==> config.mk <==
export PLATFORM = sky130hd
export DESIGN_NAME = ps2_key_tracker
export DESIGN_NICKNAME = d
export VERILOG_FILES = /design/src/rtl/ps2_key_tracker.sv
export SDC_FILE = /design/constraint.sdc
export NUM_CORES = 1
export LEC_CHECK = 0
export BUFFER_PORTS_ARGS = -buffer_cell sky130_fd_sc_hd__buf_2
export CAP_MARGIN = 15
export CORE_UTILIZATION = 60
export CTS_CLUSTER_SIZE = 28
export DETAILED_ROUTE_END_ITERATION = 10
export PLACE_DENSITY = 0.84
export SYNTH_ARGS = -nofsm -noshare
export SYNTH_HDL_FRONTEND = slang
export SYNTH_SLANG_ARGS = --single-unit
==> constraint.sdc <==
create_clock -name inclock -period 3.35 [get_ports inclock]
set_clock_uncertainty 0.1 [all_clocks]
set_input_delay 0.335 -clock inclock [delete_from_list [all_inputs] [get_ports inclock]]
set_output_delay 0.335 -clock inclock [all_outputs]
set_load 0.1 [all_outputs]
==> src/rtl/ps2_key_tracker.sv <==
`default_nettype none
// ============================================================================
//  Module      : ps2_key_tracker
//  Description : Decodes PS/2 set-2 scancode byte streams into make/break
//                events and tracks the held state of five game keys.
//                Prefix bytes (E0 = extended, F0 = break) are collected by a
//                four-state FSM. A partial sequence is abandoned if the next
//                byte does not arrive within TIMEOUT_CYCLES clocks.
//  Ports       :
//    inclock         system clock, rising edge
//    resetn          synchronous active-low reset
//    scancode[7:0]   raw byte from the PS/2 controller
//    scancode_valid  one-cycle strobe qualifying scancode
//    p1_up/p1_down   held state of W (1D) / S (1B)
//    p2_up/p2_down   held state of E0 75 / E0 72 (arrow up / down)
//    start_key       held state of Space (29)
//    key_event       one-cycle strobe per completed make/break sequence
//    key_code[7:0]   final byte of the completed sequence
//    key_ext         completed sequence carried E0
//    key_release     completed sequence carried F0
//    overrun         sticky flag, set on keyboard error byte (00 / FF)
//  Revision    : 1.0 - initial release
// ============================================================================
module ps2_key_tracker #(
    parameter int TIMEOUT_CYCLES = 1000000
) (
    input  logic       inclock,
    input  logic       resetn,
    input  logic [7:0] scancode,
    input  logic       scancode_valid,
    output logic       p1_up,
    output logic       p1_down,
    output logic       p2_up,
    output logic       p2_down,
    output logic       start_key,
    output logic       key_event,
    output logic [7:0] key_code,
    output logic       key_ext,
    output logic       key_release,
    output logic       overrun
);

    localparam int CNT_W = (TIMEOUT_CYCLES > 1) ? $clog2(TIMEOUT_CYCLES) : 1;
    localparam logic [CNT_W-1:0] CNT_LAST = CNT_W'(TIMEOUT_CYCLES - 1);
    localparam logic [CNT_W-1:0] CNT_ONE  = CNT_W'(1);

    typedef enum logic [1:0] {
        IDLE    = 2'd0,
        BRK     = 2'd1,
        EXT     = 2'd2,
        EXT_BRK = 2'd3
    } state_t;

    state_t           state;
    state_t           state_next;
    logic [CNT_W-1:0] tmo_cnt;
    logic [CNT_W-1:0] tmo_cnt_next;

    logic is_ignored;
    logic is_error;
    logic is_brk_pfx;
    logic is_ext_pfx;
    logic complete;
    logic seq_ext;
    logic seq_rel;

    // Byte classification. Controller acknowledge/echo/resend/BAT bytes are
    // transparent to the decoder; 00/FF are keyboard buffer errors.
    always_comb begin
        is_ignored = 1'b0;
        is_error   = 1'b0;
        case (scancode)
            8'hAA, 8'hFA, 8'hEE, 8'hFE: is_ignored = 1'b1;
            8'h00, 8'hFF:               is_error   = 1'b1;
            default: ;
        endcase
        is_brk_pfx = (scancode == 8'hF0);
        is_ext_pfx = (scancode == 8'hE0);
    end

    // The prefixes seen so far are encoded directly in the state.
    assign seq_ext = (state == EXT) || (state == EXT_BRK);
    assign seq_rel = (state == BRK) || (state == EXT_BRK);

    // State register
    always_ff @(posedge inclock) begin
        if (!resetn) begin
            state   <= IDLE;
            tmo_cnt <= '0;
        end else begin
            state   <= state_next;
            tmo_cnt <= tmo_cnt_next;
        end
    end

    // Next-state logic. A valid byte always takes priority over timeout
    // expiry, so a byte arriving on the last allowed cycle is still decoded.
    always_comb begin
        state_next   = state;
        tmo_cnt_next = '0;
        complete     = 1'b0;
        if (scancode_valid) begin
            if (is_error) begin
                state_next = IDLE;
            end else if (!is_ignored) begin
                case (state)
                    IDLE: begin
                        if (is_brk_pfx)      state_next = BRK;
                        else if (is_ext_pfx) state_next = EXT;
                        else                 complete   = 1'b1;
                    end
                    EXT: begin
                        if (is_brk_pfx)      state_next = EXT_BRK;
                        else if (is_ext_pfx) state_next = EXT;
                        else begin
                            complete   = 1'b1;
                            state_next = IDLE;
                        end
                    end
                    BRK: begin
                        if (is_brk_pfx)      state_next = BRK;
                        else if (is_ext_pfx) state_next = EXT_BRK;
                        else begin
                            complete   = 1'b1;
                            state_next = IDLE;
                        end
                    end
                    EXT_BRK: begin
                        if (is_brk_pfx || is_ext_pfx) state_next = EXT_BRK;
                        else begin
                            complete   = 1'b1;
                            state_next = IDLE;
                        end
                    end
                    default: state_next = IDLE;
                endcase
            end
        end else if (state != IDLE) begin
            if (tmo_cnt == CNT_LAST) begin
                state_next = IDLE;
            end else begin
                tmo_cnt_next = tmo_cnt + CNT_ONE;
            end
        end
    end

    // Event, held-key and error outputs
    always_ff @(posedge inclock) begin
        if (!resetn) begin
            key_event   <= 1'b0;
            key_code    <= 8'h00;
            key_ext     <= 1'b0;
            key_release <= 1'b0;
            p1_up       <= 1'b0;
            p1_down     <= 1'b0;
            p2_up       <= 1'b0;
            p2_down     <= 1'b0;
            start_key   <= 1'b0;
            overrun     <= 1'b0;
        end else begin
            key_event <= complete;
            if (complete) begin
                key_code    <= scancode;
                key_ext     <= seq_ext;
                key_release <= seq_rel;
                // Match on both code and extension so keypad 8 (75) or
                // E0 1D cannot alias onto a game key.
                if (!seq_ext && scancode == 8'h1D) p1_up     <= !seq_rel;
                if (!seq_ext && scancode == 8'h1B) p1_down   <= !seq_rel;
                if ( seq_ext && scancode == 8'h75) p2_up     <= !seq_rel;
                if ( seq_ext && scancode == 8'h72) p2_down   <= !seq_rel;
                if (!seq_ext && scancode == 8'h29) start_key <= !seq_rel;
            end
            if (scancode_valid && is_error) begin
                // Keyboard lost bytes: any held key may have been released
                // unseen, so drop them all.
                overrun   <= 1'b1;
                p1_up     <= 1'b0;
                p1_down   <= 1'b0;
                p2_up     <= 1'b0;
                p2_down   <= 1'b0;
                start_key <= 1'b0;
            end
        end
    end

endmodule
`default_nettype wire

==> results of run 1 <==
-- cells by family after synthesis --
group / count (synthesis) / share of synthesized area, %
buf+inv: 16 / 4.90
mux: 13 / 7.18
simple gates: 103 / 29.1
fa+ha+maj: 1 / 0.690
flops: 39 / 43.1
xor+xnor: 18 / 8.70
compound gates: 15 / 6.28
-- flip-flops by register name, indices dropped and copies added, names as in the netlist --
| name | flops |
|---|---|
| key_ext | 1 |
| state | 2 |
| tmo_cnt | 20 |
| key_release | 1 |
| p2_up | 1 |
| start_key | 1 |
| overrun | 1 |
| key_event | 1 |
| key_code | 8 |
| p2_down | 1 |
| p1_down | 1 |
| p1_up | 1 |
-- cells in the final DEF (no fill, tap or decap), types with 2 or more instances in the layout --
master | Yosys | layout
sky130_fd_sc_hd__a21oi_1 | 2 | 2
sky130_fd_sc_hd__and3_1 | 5 | 5
sky130_fd_sc_hd__buf_2 | 4 | 27
sky130_fd_sc_hd__clkbuf_1 | 3 | 2
sky130_fd_sc_hd__clkbuf_4 | 0 | 5
sky130_fd_sc_hd__dfxtp_1 | 39 | 39
sky130_fd_sc_hd__inv_1 | 7 | 7
sky130_fd_sc_hd__mux2i_1 | 13 | 13
sky130_fd_sc_hd__nand2_1 | 12 | 12
sky130_fd_sc_hd__nand2b_1 | 2 | 2
sky130_fd_sc_hd__nand3_1 | 10 | 10
sky130_fd_sc_hd__nand4_1 | 7 | 7
sky130_fd_sc_hd__nand4b_1 | 3 | 3
sky130_fd_sc_hd__nor2_1 | 44 | 44
sky130_fd_sc_hd__nor3_1 | 2 | 2
sky130_fd_sc_hd__nor3b_1 | 2 | 2
sky130_fd_sc_hd__nor4_1 | 4 | 4
sky130_fd_sc_hd__nor4b_1 | 2 | 2
sky130_fd_sc_hd__o2111ai_1 | 2 | 2
sky130_fd_sc_hd__o211ai_1 | 3 | 3
sky130_fd_sc_hd__or3_1 | 2 | 2
sky130_fd_sc_hd__xnor2_1 | 11 | 11
sky130_fd_sc_hd__xor2_1 | 7 | 7
-- path summary, 6_finish.rpt --
path / startpoint / to / slack (ns) / cells past startpoint
worst max register to register: tmo_cnt[0] / tmo_cnt[18] / 1.50 / 6
worst min register to register: tmo_cnt[0] / tmo_cnt[0] / 0.37 / 1
worst min-delay path: scancode[3] / key_code[3] / 0.21 / 3
worst max-delay path: tmo_cnt[0] / tmo_cnt[18] / 1.50 / 6
-- worst max-delay path, cell delays in order (launching register included) --
cell and delay [ns]:
sky130_fd_sc_hd__dfxtp_1 0.38, sky130_fd_sc_hd__ha_1 0.21, sky130_fd_sc_hd__nand3_1 0.11, sky130_fd_sc_hd__or3_1 0.48
sky130_fd_sc_hd__nor4_1 0.26, sky130_fd_sc_hd__xnor2_1 0.16, sky130_fd_sc_hd__nor2_1 0.05
-- metrics by stage --
stage / util, % / cells / area, µm²
after global routing: 70.6 / 263 / 1980
after global placement: 68.8 / 255 / 1930
final: 70.6 / 263 / 1980
after detailed placement: 68.8 / 255 / 1930
after floorplan: - / 205 / 1810
after CTS: 70.6 / 263 / 1980
-- power by group --
| group | total, mW | switching, mW | internal [mW] | leakage [nW] |
|---|---|---|---|---|
| combinational | 0.100 | 0.0797 | 0.0206 | 0.424 |
| clock | 0.232 | 0.150 | 0.0819 | 0.0293 |
| sequential | 0.473 | 0.00298 | 0.470 | 0.316 |
-- routing by layer --
| layer | track usage [%] | up-vias |
|---|---|---|
| li1 | - | 758 |
| met1 | 26.1 | 711 |
| met2 | 38.8 | 34 |
| met3 | 6.12 | 10 |
| met4 | 8.36 | 0 |
| met5 | 0 | - |
-- area by class of cell --
cell class	instances	share of cell area, %
clock inverters	1	0.253
clock buffers	7	2.27
well taps	31	1.96
inverters	7	1.33
repair buffers	28	7.20
flip-flops and latches	39	39.4
multi-input cells	150	47.6
==> results.md, run 1 <==
* Buffers from clock root to sink, at most at 2
* Outcome: finished, violations left
* Number of antenna diodes at 0
* DR vias/cell at 5.75
* Number of global-route vias before repair at 1370
* Via count of the routed design at 1513
* Setup TNS at 0 ns
* Horizontal die dimension at 57.0 µm
* Detailed Place HPWL at 2.38 mm
* WP data required at 3.49 ns
* Max-cap violations at 0
* Power density cells at 407 nW/µm²
* Count of distinct cell types in the synthesized netlist at 41
* Largest net degree at the start of global routing at 21
* Post-DR wirelength/cell at 12.9 µm
* Count of hold-fix buffers inserted at cts at 0
* Routability congestion estimate from global placement at 0.878
* Average cell area after synthesis at 8.84 µm²
* Count of input and output buffers at 27
* Violations in the final reports: design-rule violations
* Yosys top cell area share at 43.1%
* Type of the worst setup path: reg -> reg
* RSZ-0062 raised after global routing: no
* Area Growth Syn to Fin at 9.32%
* Cells resized by post-CTS repair at 0
* Worst rel slew slack at 67.6%
* Total wire length after detailed routing at 3.40 mm
* TritonCTS clock tree: yes
* Met3 WL at 136 µm
* FP Rows at 19
* Net count after synthesis at 217
* Cell at the root of the clock tree: sky130_fd_sc_hd__clkbuf_4
* Starting DRT DRC Count at 77
* Number of antenna violations at the first check in global routing at 0
* Die boundary height at 57.0 µm
* Boundary pin count at 28
* Wire length of the first global-routing pass at 5.70 mm
* Worst endpoint data arrival time at 1.99 ns
* Commonest cells post-synth: sky130_fd_sc_hd__nor2_1 (44), sky130_fd_sc_hd__dfxtp_1 (39), sky130_fd_sc_hd__mux2i_1 (13), sky130_fd_sc_hd__nand2_1 (12), sky130_fd_sc_hd__xnor2_1 (11)
* Placeable core region at 2810 µm²
* Total leakage power at 0.769 nW
* Sort of element at the end of the critical path: flip-flop
* Mapped Cells at 205
* # clock sinks at 39
* Biggest area consumer among synthesized cells: sky130_fd_sc_hd__dfxtp_1
* Drt pass-1 iters at 7
* Number of nets with antenna violations after detailed routing at 0
* Overflow left after global routing at 0
* CTS clk-pin slew, worst paths at 0.11 ns
* # DRC at 6
* Highest routing layer actually used: met4
* Class of the tightest hold or removal check: in -> reg
* Number of register bits inferred by synthesis at 39
* Footprint of the flip-flops and latches at 781 µm²
* Dpl ws at 1.22 ns
* Multi-input gate area in the final layout at 942 µm²
* Number of pins exceeding their max-slew limit in the final report at 0
* Total GRT Usage at 22.3%
* Crit start category: flip-flop
* WL met2 at 1.63 mm
* Share of the yosys chip area belonging to registers at 43.1%
* Fillcell total at 231
* Post-synth ARST share at 0%
* Largest fanout of any net on the critical path at 6
* Fin crit share at 55.3%
* Count of flip-flops with a built-in enable after synthesis at 0
* Post-route minimum period at 1.85 ns
* Worst Setup Slack, final at 1.50 ns
* Worst skew pair latency at 0.34 ns
* Count leader, synth: sky130_fd_sc_hd__nor2_1
* Initial Utilization at 64.6%
* Highest Clock Rate at 0.540 GHz
* Number of H-tree levels at 2
* Most used DFF post-synth: sky130_fd_sc_hd__dfxtp_1
* Inserted Clock Buffers at 5
* Share of final-layout standard cells stronger than drive strength 1 at 16.8%
* Mapped cell area at 1810 µm²
* Detailed-route wire length on metal 1 at 1.55 mm
* Final-layout worst hold slack at 0.208 ns
* Synth top area cells: sky130_fd_sc_hd__dfxtp_1 (43%), sky130_fd_sc_hd__nor2_1 (9.1%), sky130_fd_sc_hd__mux2i_1 (7.2%), sky130_fd_sc_hd__xnor2_1 (5.3%), sky130_fd_sc_hd__xor2_1 (3.4%)
* Number of buffers added for setup after CTS at 0
* Worst-margin pin slew at 0.489 ns
* Hold violation total from the final report at 0
* Final setup violation count at 0
* Largest vdd supply drop at 0.000307 V
* Yosys warning count at 0
* Total number of nets in the final design at 243
* Sum of internal, switching and leakage power at 805 µW
* Area of the die at 3240 µm²
No activity file was read; power rests on OpenSTA's default activity.
==> inputs of run 2 (changes only) <==
--- a/config.mk
+++ b/config.mk
@@ -7,10 +7,10 @@
 export LEC_CHECK = 0
 export BUFFER_PORTS_ARGS = -buffer_cell sky130_fd_sc_hd__buf_2
 export CAP_MARGIN = 15
-export CORE_UTILIZATION = 60
+export CORE_UTILIZATION = 55
 export CTS_CLUSTER_SIZE = 28
 export DETAILED_ROUTE_END_ITERATION = 10
-export PLACE_DENSITY = 0.84
+export PLACE_DENSITY = 0.78
 export SYNTH_ARGS = -nofsm -noshare
 export SYNTH_HDL_FRONTEND = slang
 export SYNTH_SLANG_ARGS = --single-unit
==> constraint.sdc (replaced) <==
create_clock -name inclock -period 1.9 [get_ports inclock]
set_clock_uncertainty 0.1 [all_clocks]
set_input_delay 0.19 -clock inclock [delete_from_list [all_inputs] [get_ports inclock]]
set_output_delay 0.19 -clock inclock [all_outputs]
set_load 0.1 [all_outputs]
==> results.md, run 2 (same netlist as run 1, synthesis figures left out) <==
* Outcome: complete, no violations
* Starting DRT DRC Count at 121
* Wire length of the first global-routing pass at 6.02 mm
* Master of the slowest instance on the critical path: sky130_fd_sc_hd__or3_1
* Count of input and output buffers at 27
* # clock sinks at 39
* Total GRT Usage at 23.1%
* Top Family by Delay on Critical Path: simple AND/OR/NAND/NOR gates
* Routability congestion estimate from global placement at 0.898
* Top Registers: tmo_cnt (20), key_code (8), state (2)
* Drt pass-1 iters at 4
* Overflow left after global routing at 0
* Setup TNS at 0 ns
* Buffers from clock root to sink, at most at 2
* Type of the worst setup path: reg -> reg
* Number of H-tree levels at 2
* Placeable core region at 3080 µm²
* Footprint of the flip-flops and latches at 781 µm²
* Inserted Clock Buffers at 5
* Number of nets with antenna violations after detailed routing at 0
* Largest Register: tmo_cnt
* RSZ-0062 raised after global routing: no
* Fillcell total at 279
* Final Non-Filler Cells at 282
* Share of final-layout standard cells stronger than drive strength 1 at 19.7%
* Worst rel slew slack at 67.4%
* Boundary pin count at 28
* CTS clk-pin slew, worst paths at 0.11 ns
* Largest net degree at the start of global routing at 14
* Worst skew pair latency at 0.34 ns
* Total wire length after detailed routing at 3.57 mm
* Initial Utilization at 58.9%
* Die boundary height at 59.4 µm
* Leading cell type in the layout, fill and taps excluded: sky130_fd_sc_hd__nor2_1
* Number of global-route vias before repair at 1364
* Crit start category: flip-flop
* Number of antenna diodes at 0
* Class of the tightest hold or removal check: in -> reg
* Cell at the root of the clock tree: sky130_fd_sc_hd__clkbuf_4
* Total number of nets in the final design at 249
* FP Rows at 20
* Area Growth Syn to Fin at 13.3%
* Number of pins exceeding their max-slew limit in the final report at 0
* Worst endpoint data arrival time at 1.93 ns
* Count of hold-fix buffers inserted at cts at 0
* Placed instance count at 274
* Final setup violation count at 0
* Largest vdd supply drop at 0.000491 V
* Horizontal die dimension at 59.4 µm
* Power density cells at 690 nW/µm²
* Delay contributed by the slowest stage of the critical path at 0.49 ns
* Fin crit share at 93.7%
* Multi-input gate area in the final layout at 953 µm²
* Largest fanout of any net on the critical path at 6
* Post-route minimum period at 1.78 ns
* WP data required at 2.05 ns
* Via count of the routed design at 1502
* Max reg flops at 20
* WP buf/inv at 0
* Post-DR wirelength/cell at 12.7 µm
* Cell breakdown of the critical path: ha_1 -> nand3_1 -> or3_1 -> nor3_1 -> xnor2_1 -> nor2_1
* Highest Clock Rate at 0.561 GHz
* Max-cap violations at 0
* Hold violation total from the final report at 0
* DR vias/cell at 5.33
* Total leakage power at 0.798 nW
* Detailed Place HPWL at 2.58 mm
* Worst-margin pin slew at 0.492 ns
* Area of the die at 3530 µm²
* Sort of element at the end of the critical path: flip-flop
* # DRC at 0
* Number of antenna violations at the first check in global routing at 0
* Leading cell types in the layout, fill and taps excluded: sky130_fd_sc_hd__nor2_1 (44), sky130_fd_sc_hd__dfxtp_1 (39), sky130_fd_sc_hd__buf_2 (27), sky130_fd_sc_hd__mux2i_1 (13), sky130_fd_sc_hd__nand2_1 (12)
* TritonCTS clock tree: yes
run 2: timing repair:
action	in CTS	in global routing
gates resized for setup	0	2
setup buffers	0	0
endpoints found under the setup margin	0	1
run 2: per-layer routing:
| metal | up-vias | wire (µm) | global-route usage, % |
|---|---|---|---|
| li1 | 773 | - | - |
| met1 | 684 | 1650 | 26.1 |
| met2 | 35 | 1690 | 38.7 |
| met3 | 10 | 134 | 6.77 |
| met4 | 0 | 96 | 12.9 |
| met5 | - | 0 | 0 |
run 2: final cells by class:
type | instances | area share (%)
Inverter | 7 | 1.28
Clock buffer | 7 | 2.19
Timing Repair Buffer | 34 | 9.14
Multi-Input combinational cell | 150 | 46.4
Clock inverter | 1 | 0.244
Sequential cell | 39 | 38.0
Tap cell | 44 | 2.68
run 2: final timing paths:
kind,start,end,slack [ns],cells after the start
worst max register to register,tmo_cnt[0],tmo_cnt[16],0.12,6
worst min register to register,tmo_cnt[0],tmo_cnt[0],0.36,1
worst min-delay path,scancode[3],key_code[3],0.06,3
worst max-delay path,tmo_cnt[0],tmo_cnt[16],0.12,6
run 2: per-stage QoR:
step                hold slack (ns)  area (µm²)  util [%]  power, mW  worst slack [ns]
floorplan                     0.234        1810         -      0.999             0.165
global route                 0.0485        2050      66.7       1.49            0.0172
finish                       0.0584        2050      66.7       1.42             0.119
CTS                          0.0421        2040      66.3       1.44            0.0868
detailed placement            0.338        1990      64.7       1.04             0.100
global placement              0.329        1990      64.7       1.04             0.128
run 2: worst min-delay path, cell delays in order:
cell and delay (ns):
sky130_fd_sc_hd__buf_2 0.13, sky130_fd_sc_hd__mux2i_1 0.07, sky130_fd_sc_hd__nor2_1 0.07
run 2: power breakdown:
part | leakage (nW) | switching [mW] | internal (mW)
Sequential | 0.316 | 0.00507 | 0.829
Clock | 0.0293 | 0.255 | 0.144
Combinational | 0.453 | 0.141 | 0.0411
